## src/rtl/rv64g_l1_refill_engine.sv

```systemverilog
// rv64g_l1_refill_engine: TileLink-C line refill sequencer (AcquireBlock, GrantData x8, GrantAck) with tag install
module rv64g_l1_refill_engine #(
    parameter int           TAG_W     = 53,
    parameter int           INDEX_W   = 5,
    parameter logic [3:0]   SOURCE_ID = 4'd0,
    parameter int           SINK_W    = 4
) (
    input  logic               clk_i,
    input  logic               rst_ni,
    input  logic               refill_req_i,
    input  logic [63:0]        refill_addr_i,
    input  logic               refill_perm_i,
    output logic               refill_done_o,
    output logic               refill_err_o,
    output logic               busy_o,
    output logic               a_valid_o,
    input  logic               a_ready_i,
    output logic [2:0]         a_opcode_o,
    output logic [2:0]         a_param_o,
    output logic [2:0]         a_size_o,
    output logic [3:0]         a_source_o,
    output logic [63:0]        a_address_o,
    input  logic               d_valid_i,
    output logic               d_ready_o,
    input  logic [2:0]         d_opcode_i,
    input  logic [1:0]         d_param_i,
    input  logic [SINK_W-1:0]  d_sink_i,
    input  logic               d_denied_i,
    input  logic [63:0]        d_data_i,
    output logic               e_valid_o,
    input  logic               e_ready_i,
    output logic [SINK_W-1:0]  e_sink_o,
    output logic               wr_en_o,
    output logic [INDEX_W-1:0] wr_index_o,
    output logic [2:0]         wr_beat_o,
    output logic [63:0]        wr_data_o,
    output logic               tag_wr_o,
    output logic [TAG_W-1:0]   tag_o,
    output logic [1:0]         state_o
);
    typedef enum logic [2:0] {IDLE, ACQ, BEATS, ACK, DONE} state_e;

    state_e             state_q, state_d;
    logic [63:0]        addr_q;
    logic               perm_q, denied_q;
    logic [2:0]         beat_q;
    logic [SINK_W-1:0]  sink_q;
    logic [1:0]         param_q;
    logic               grant_data, grant, last;

    // D-channel beat classification; only meaningful while in BEATS
    assign grant_data = state_q == BEATS && d_valid_i && d_opcode_i == 3'd5;
    assign grant      = state_q == BEATS && d_valid_i && d_opcode_i == 3'd4;
    assign last       = grant || (grant_data && beat_q == 3'd7);

    // State register
    always_ff @(posedge clk_i or negedge rst_ni) begin
        if (!rst_ni) state_q <= IDLE;
        else         state_q <= state_d;
    end

    // Request latch, beat counter and grant bookkeeping
    always_ff @(posedge clk_i or negedge rst_ni) begin
        if (!rst_ni) begin
            addr_q   <= '0;
            perm_q   <= 1'b0;
            beat_q   <= '0;
            denied_q <= 1'b0;
            sink_q   <= '0;
            param_q  <= '0;
        end else begin
            if (state_q == IDLE && refill_req_i) begin
                addr_q   <= refill_addr_i & ~64'h3f;
                perm_q   <= refill_perm_i;
                beat_q   <= '0;
                denied_q <= 1'b0;
            end
            if (grant_data) beat_q <= beat_q + 3'd1;
            if (grant_data || grant) denied_q <= denied_q | d_denied_i;
            if (last) begin
                sink_q  <= d_sink_i;
                param_q <= d_param_i;
            end
        end
    end

    // Next state and channel/array decodes; everything idles at zero
    always_comb begin
        state_d       = state_q;
        busy_o        = state_q != IDLE;
        refill_done_o = 1'b0;
        refill_err_o  = 1'b0;
        a_valid_o     = 1'b0;
        a_opcode_o    = '0;
        a_param_o     = '0;
        a_size_o      = '0;
        a_source_o    = '0;
        a_address_o   = '0;
        d_ready_o     = 1'b0;
        e_valid_o     = 1'b0;
        e_sink_o      = '0;
        wr_en_o       = 1'b0;
        wr_index_o    = '0;
        wr_beat_o     = '0;
        wr_data_o     = '0;
        tag_wr_o      = 1'b0;
        tag_o         = '0;
        state_o       = '0;
        case (state_q)
            IDLE: state_d = refill_req_i ? ACQ : IDLE;
            ACQ: begin
                a_valid_o   = 1'b1;
                a_opcode_o  = 3'd6;
                a_param_o   = {2'b0, perm_q};
                a_size_o    = 3'd6;
                a_source_o  = SOURCE_ID;
                a_address_o = addr_q;
                state_d     = a_ready_i ? BEATS : ACQ;
            end
            BEATS: begin
                d_ready_o  = 1'b1;
                wr_en_o    = grant_data;
                wr_beat_o  = grant_data ? beat_q : '0;
                wr_data_o  = grant_data ? d_data_i : '0;
                wr_index_o = grant_data ? addr_q[6+:INDEX_W] : '0;
                state_d    = last ? ACK : BEATS;
            end
            ACK: begin
                e_valid_o = 1'b1;
                e_sink_o  = sink_q;
                tag_wr_o  = e_ready_i && !denied_q;
                tag_o     = addr_q[63-:TAG_W];
                state_o   = param_q == 2'd0 ? 2'b10 : 2'b01;
                state_d   = e_ready_i ? DONE : ACK;
            end
            DONE: begin
                refill_done_o = 1'b1;
                refill_err_o  = denied_q;
                state_d       = IDLE;
            end
            default: state_d = IDLE;
        endcase
    end
endmodule

```

## config.mk

```make
export PLATFORM = sky130hd
export DESIGN_NAME = rv64g_l1_refill_engine
export DESIGN_NICKNAME = d
export VERILOG_FILES = /design/src/rtl/rv64g_l1_refill_engine.sv
export SDC_FILE = /design/constraint.sdc
export NUM_CORES = 1
export LEC_CHECK = 0
export BUFFER_PORTS_ARGS = -buffer_cell sky130_fd_sc_hd__buf_2
export CORE_AREA = 2 2 140 142
export CTS_BUF_LIST = sky130_fd_sc_hd__clkbuf_16
export DETAILED_ROUTE_END_ITERATION = 16
export DIE_AREA = 0 0 142 144
export PLACE_DENSITY = 0.54
export SETUP_SLACK_MARGIN = 0.1
export SYNTH_ARGS = -nofsm -noshare
export SYNTH_HDL_FRONTEND = slang
export SYNTH_SLANG_ARGS = --single-unit
```

## constraint.sdc

```tcl
create_clock -name clk_i -period 1.98 [get_ports clk_i]
set_input_delay 0.198 -clock clk_i [delete_from_list [all_inputs] [get_ports clk_i]]
set_output_delay 0.198 -clock clk_i [all_outputs]
set_load 0.05 [all_outputs]
```

==> impl_metrics.tcl <==
set metrics [dict create \
    fin_tns_setup_ps -22680 \
    syn_area_um2 4282 \
    vias 4391 \
    die-area_um2 20450 \
    maxSlewViolCount 0 \
    grt_pass1_vias 4498 \
    outcome "finished with violations" \
    num_antenna_cells 0 \
    cts.sink_count 72 \
    p_comb_frac 0.682 \
    synth_ff_type "dfrtp_1" \
    num_rows 51 \
    yosysTopAreaCell "dfrtp_1" \
    fill_cells 1713 \
    cts_buffer_depth 2 \
    postLayoutCoreUtil 0.4781 \
    start_kind "flop" \
    arrival_ps 2100 \
    ys_async_sr_fraction 1.000 \
    final.setup.worst_slack_ps -315.9 \
    coreArea_um2 19080 \
    gp_congestion 0.8382 \
    cp-end-kind "output pin" \
    yosysWarningCount 0 \
    slowest_stage "or3b_4" \
    grt_pass1_wl_um 25990 \
    hold_start "d_denied_i" \
    synthCells 409 \
    synth_common_cells "190 x and2_1, 72 x dfrtp_1, 67 x mux2_2" \
    cts_max_level 3 \
    critPathMaxFanout 6 \
    via_per_inst 4.309 \
    synth_area_leaders "dfrtp_1 42%, and2_1 28%, mux2_2 18%, buf_4 3.2%, clkbuf_1 1.5%" \
    power.density_nw_per_um2 1501 \
    p_leak_nw 4.407 \
    routed_wl_um 18410 \
    route.detailed.drc 0 \
    ant_nets 0 \
    finClkSkew_ps 5.173 \
    hpwl_um 11860 \
    floorplan.initialDensity 0.2244 \
    synth.most_common_cell "and2_1" \
    insertion_delay_ps 340 \
    grt_setup_unrepaired "yes" \
    antenna_found_initial 0 \
    dieWidth_um 142 \
    synth_edf_count 0 \
    cts_root_buf "clkbuf_16" \
    cts_buffers 9 \
    power_switching_w 0.006387 \
    hp-class "in -> reg" \
    hold_ws_ps 67.36 \
    total_power_w 0.01369 \
    p_sw_frac 0.4666 \
    crit_start "state_q[0]" \
    clkPwrFrac 0.120 \
    io_buffers 340 \
    wl_per_cell_um 18.07 \
    grt_start_max_net_pins 73 \
    synth.yosys.seq_area_share 0.4208 \
    cpMostUsedCell "buf_8" \
    peakVddDrop_mv 0.9842 \
    area_growth_syn_to_layout_pct 113.0 \
    place_inst 969 \
    pwr-share-seq 0.197 \
    fin_nets 923 \
    drt_iter0_drc 106 \
    drive_above_1_share 0.8143 \
    path_class "reg -> out" \
    reg2reg_from "state_q[0]" \
    cp.required_ps 1780 \
    syn_area_per_cell_um2 10.47 \
    setup_viol 147 \
    post-route-min-period_ps 2296 \
    pin_count 361 \
    hold_viol_final 0 \
    cts_tree "built" \
    layout_worst_path_cycle_share 1.160 \
    critical_path.max_stage_delay_ps 420 \
    clkTransAtPathRegs_ps 60 \
    grt-ovfl-total 0 \
    layoutNonFillerInstCount 1019 \
    max_freq_mhz 435.6 \
    die_h_um 144 \
    synth-seq-cells 72 \
    synth_top_area_share 0.4208 \
    track_usage 0.1705 \
    crit_chain "or3b_4, nor4_4, buf_6, buf_8, clkbuf_16, and2_4, buf_8" \
    synth_cell_types 30 \
    violations "negative setup slack" \
    dr.pass1.iters 4 \
    power.internal_w 0.007302 \
    rrSetupSlack_ps -40 \
    drv_cap 0 \
]
[area by class of cell]
cell class / instances / area, um2 / share of cell area
multi-input combinational: 298 / 2572 / 0.2820
clock inverter: 7 / 71.32 / 0.007819
tap: 238 / 297.8 / 0.03265
clock buffer: 9 / 225.2 / 0.02469
sequential: 72 / 1802 / 0.1975
timing repair buffer: 390 / 4134 / 0.4532
inverter: 5 / 18.77 / 0.002058
[state kept, by name, summed over array words and instances, names as in the netlist]
signal,cells
perm_q,1
sink_q,4
denied_q,1
state_q,3
param_q,2
addr_q,58
beat_q,3
[cells in the final DEF, fill, tap and decap left out, types with 2 or more instances in the layout]
cell type and instances:
buf_8 72, a21oi_1 2, and2_4 75, buf_6 122, nand2b_1 2, dfrtp_1 72, buf_12 34, and2_2 78
ha_1 2, nor3b_4 2, clkbuf_16 12, mux2_2 67, buf_16 4, clkinvlp_4 2, buf_4 13, nor2b_1 3
and2_1 37, conb_1 14, inv_1 5, buf_2 141
[cell families after synthesis]
kind of cell,share of synthesized area
compound gates,0.01871
fa+ha+maj,0.005844
buf+inv,0.06633
flops,0.4208
mux,0.1785
other cells,0.0008758
simple gates,0.3089
[worst max-delay path: cells and delay by family (launching register included)]
kind / cells / cell delay [ps]
buffers and inverters: 4 / 580
DFF: 1 / 370
and+or+nand+nor: 3 / 810
[per-layer routing]
| metal | wire length [um] | track usage |
|---|---|---|
| met5 | 0 | 0 |
| met4 | 721 | 0.07474 |
| met3 | 1486 | 0.05695 |
| met2 | 9831 | 0.3153 |
| met1 | 6375 | 0.1752 |
[through the flow]
stage	instance area, um2	setup WS (ps)
after floorplan	4632	-2.996
after global placement	6771	-61.73
after detailed placement	6771	-60.45
after CTS	8929	-367.1
after global routing	9121	-409.4
final	9121	-315.9
[power by group through the flow]
stage                     Combinational, W  Clock [W]  Sequential, W
final                              0.00934    0.00165        0.00270
after global routing               0.00974    0.00176        0.00282
after CTS                          0.00918    0.00171        0.00270
after detailed placement           0.00690          0        0.00271
after global placement             0.00686          0        0.00269
after floorplan                    0.00547          0        0.00253
[path summary, 6_finish.rpt]
check,cells past startpoint,endpoint
max,7,wr_data_o[48]
min,2,denied_q
max reg2reg,7,beat_q[1]
min reg2reg,1,sink_q[2]
max in group asynchronous,3,addr_q[55]
min in group asynchronous,3,addr_q[29]
[timing repair]
action	in CTS	in global routing
buffers inserted	20	0
gates cloned	9	4
endpoints found under the setup margin	202	208
endpoints found under the hold margin	72	0
resized for setup	475	33
pin swaps	9	14
hold buffers	1	0
Note: power is estimated with default switching activity, not from simulation.
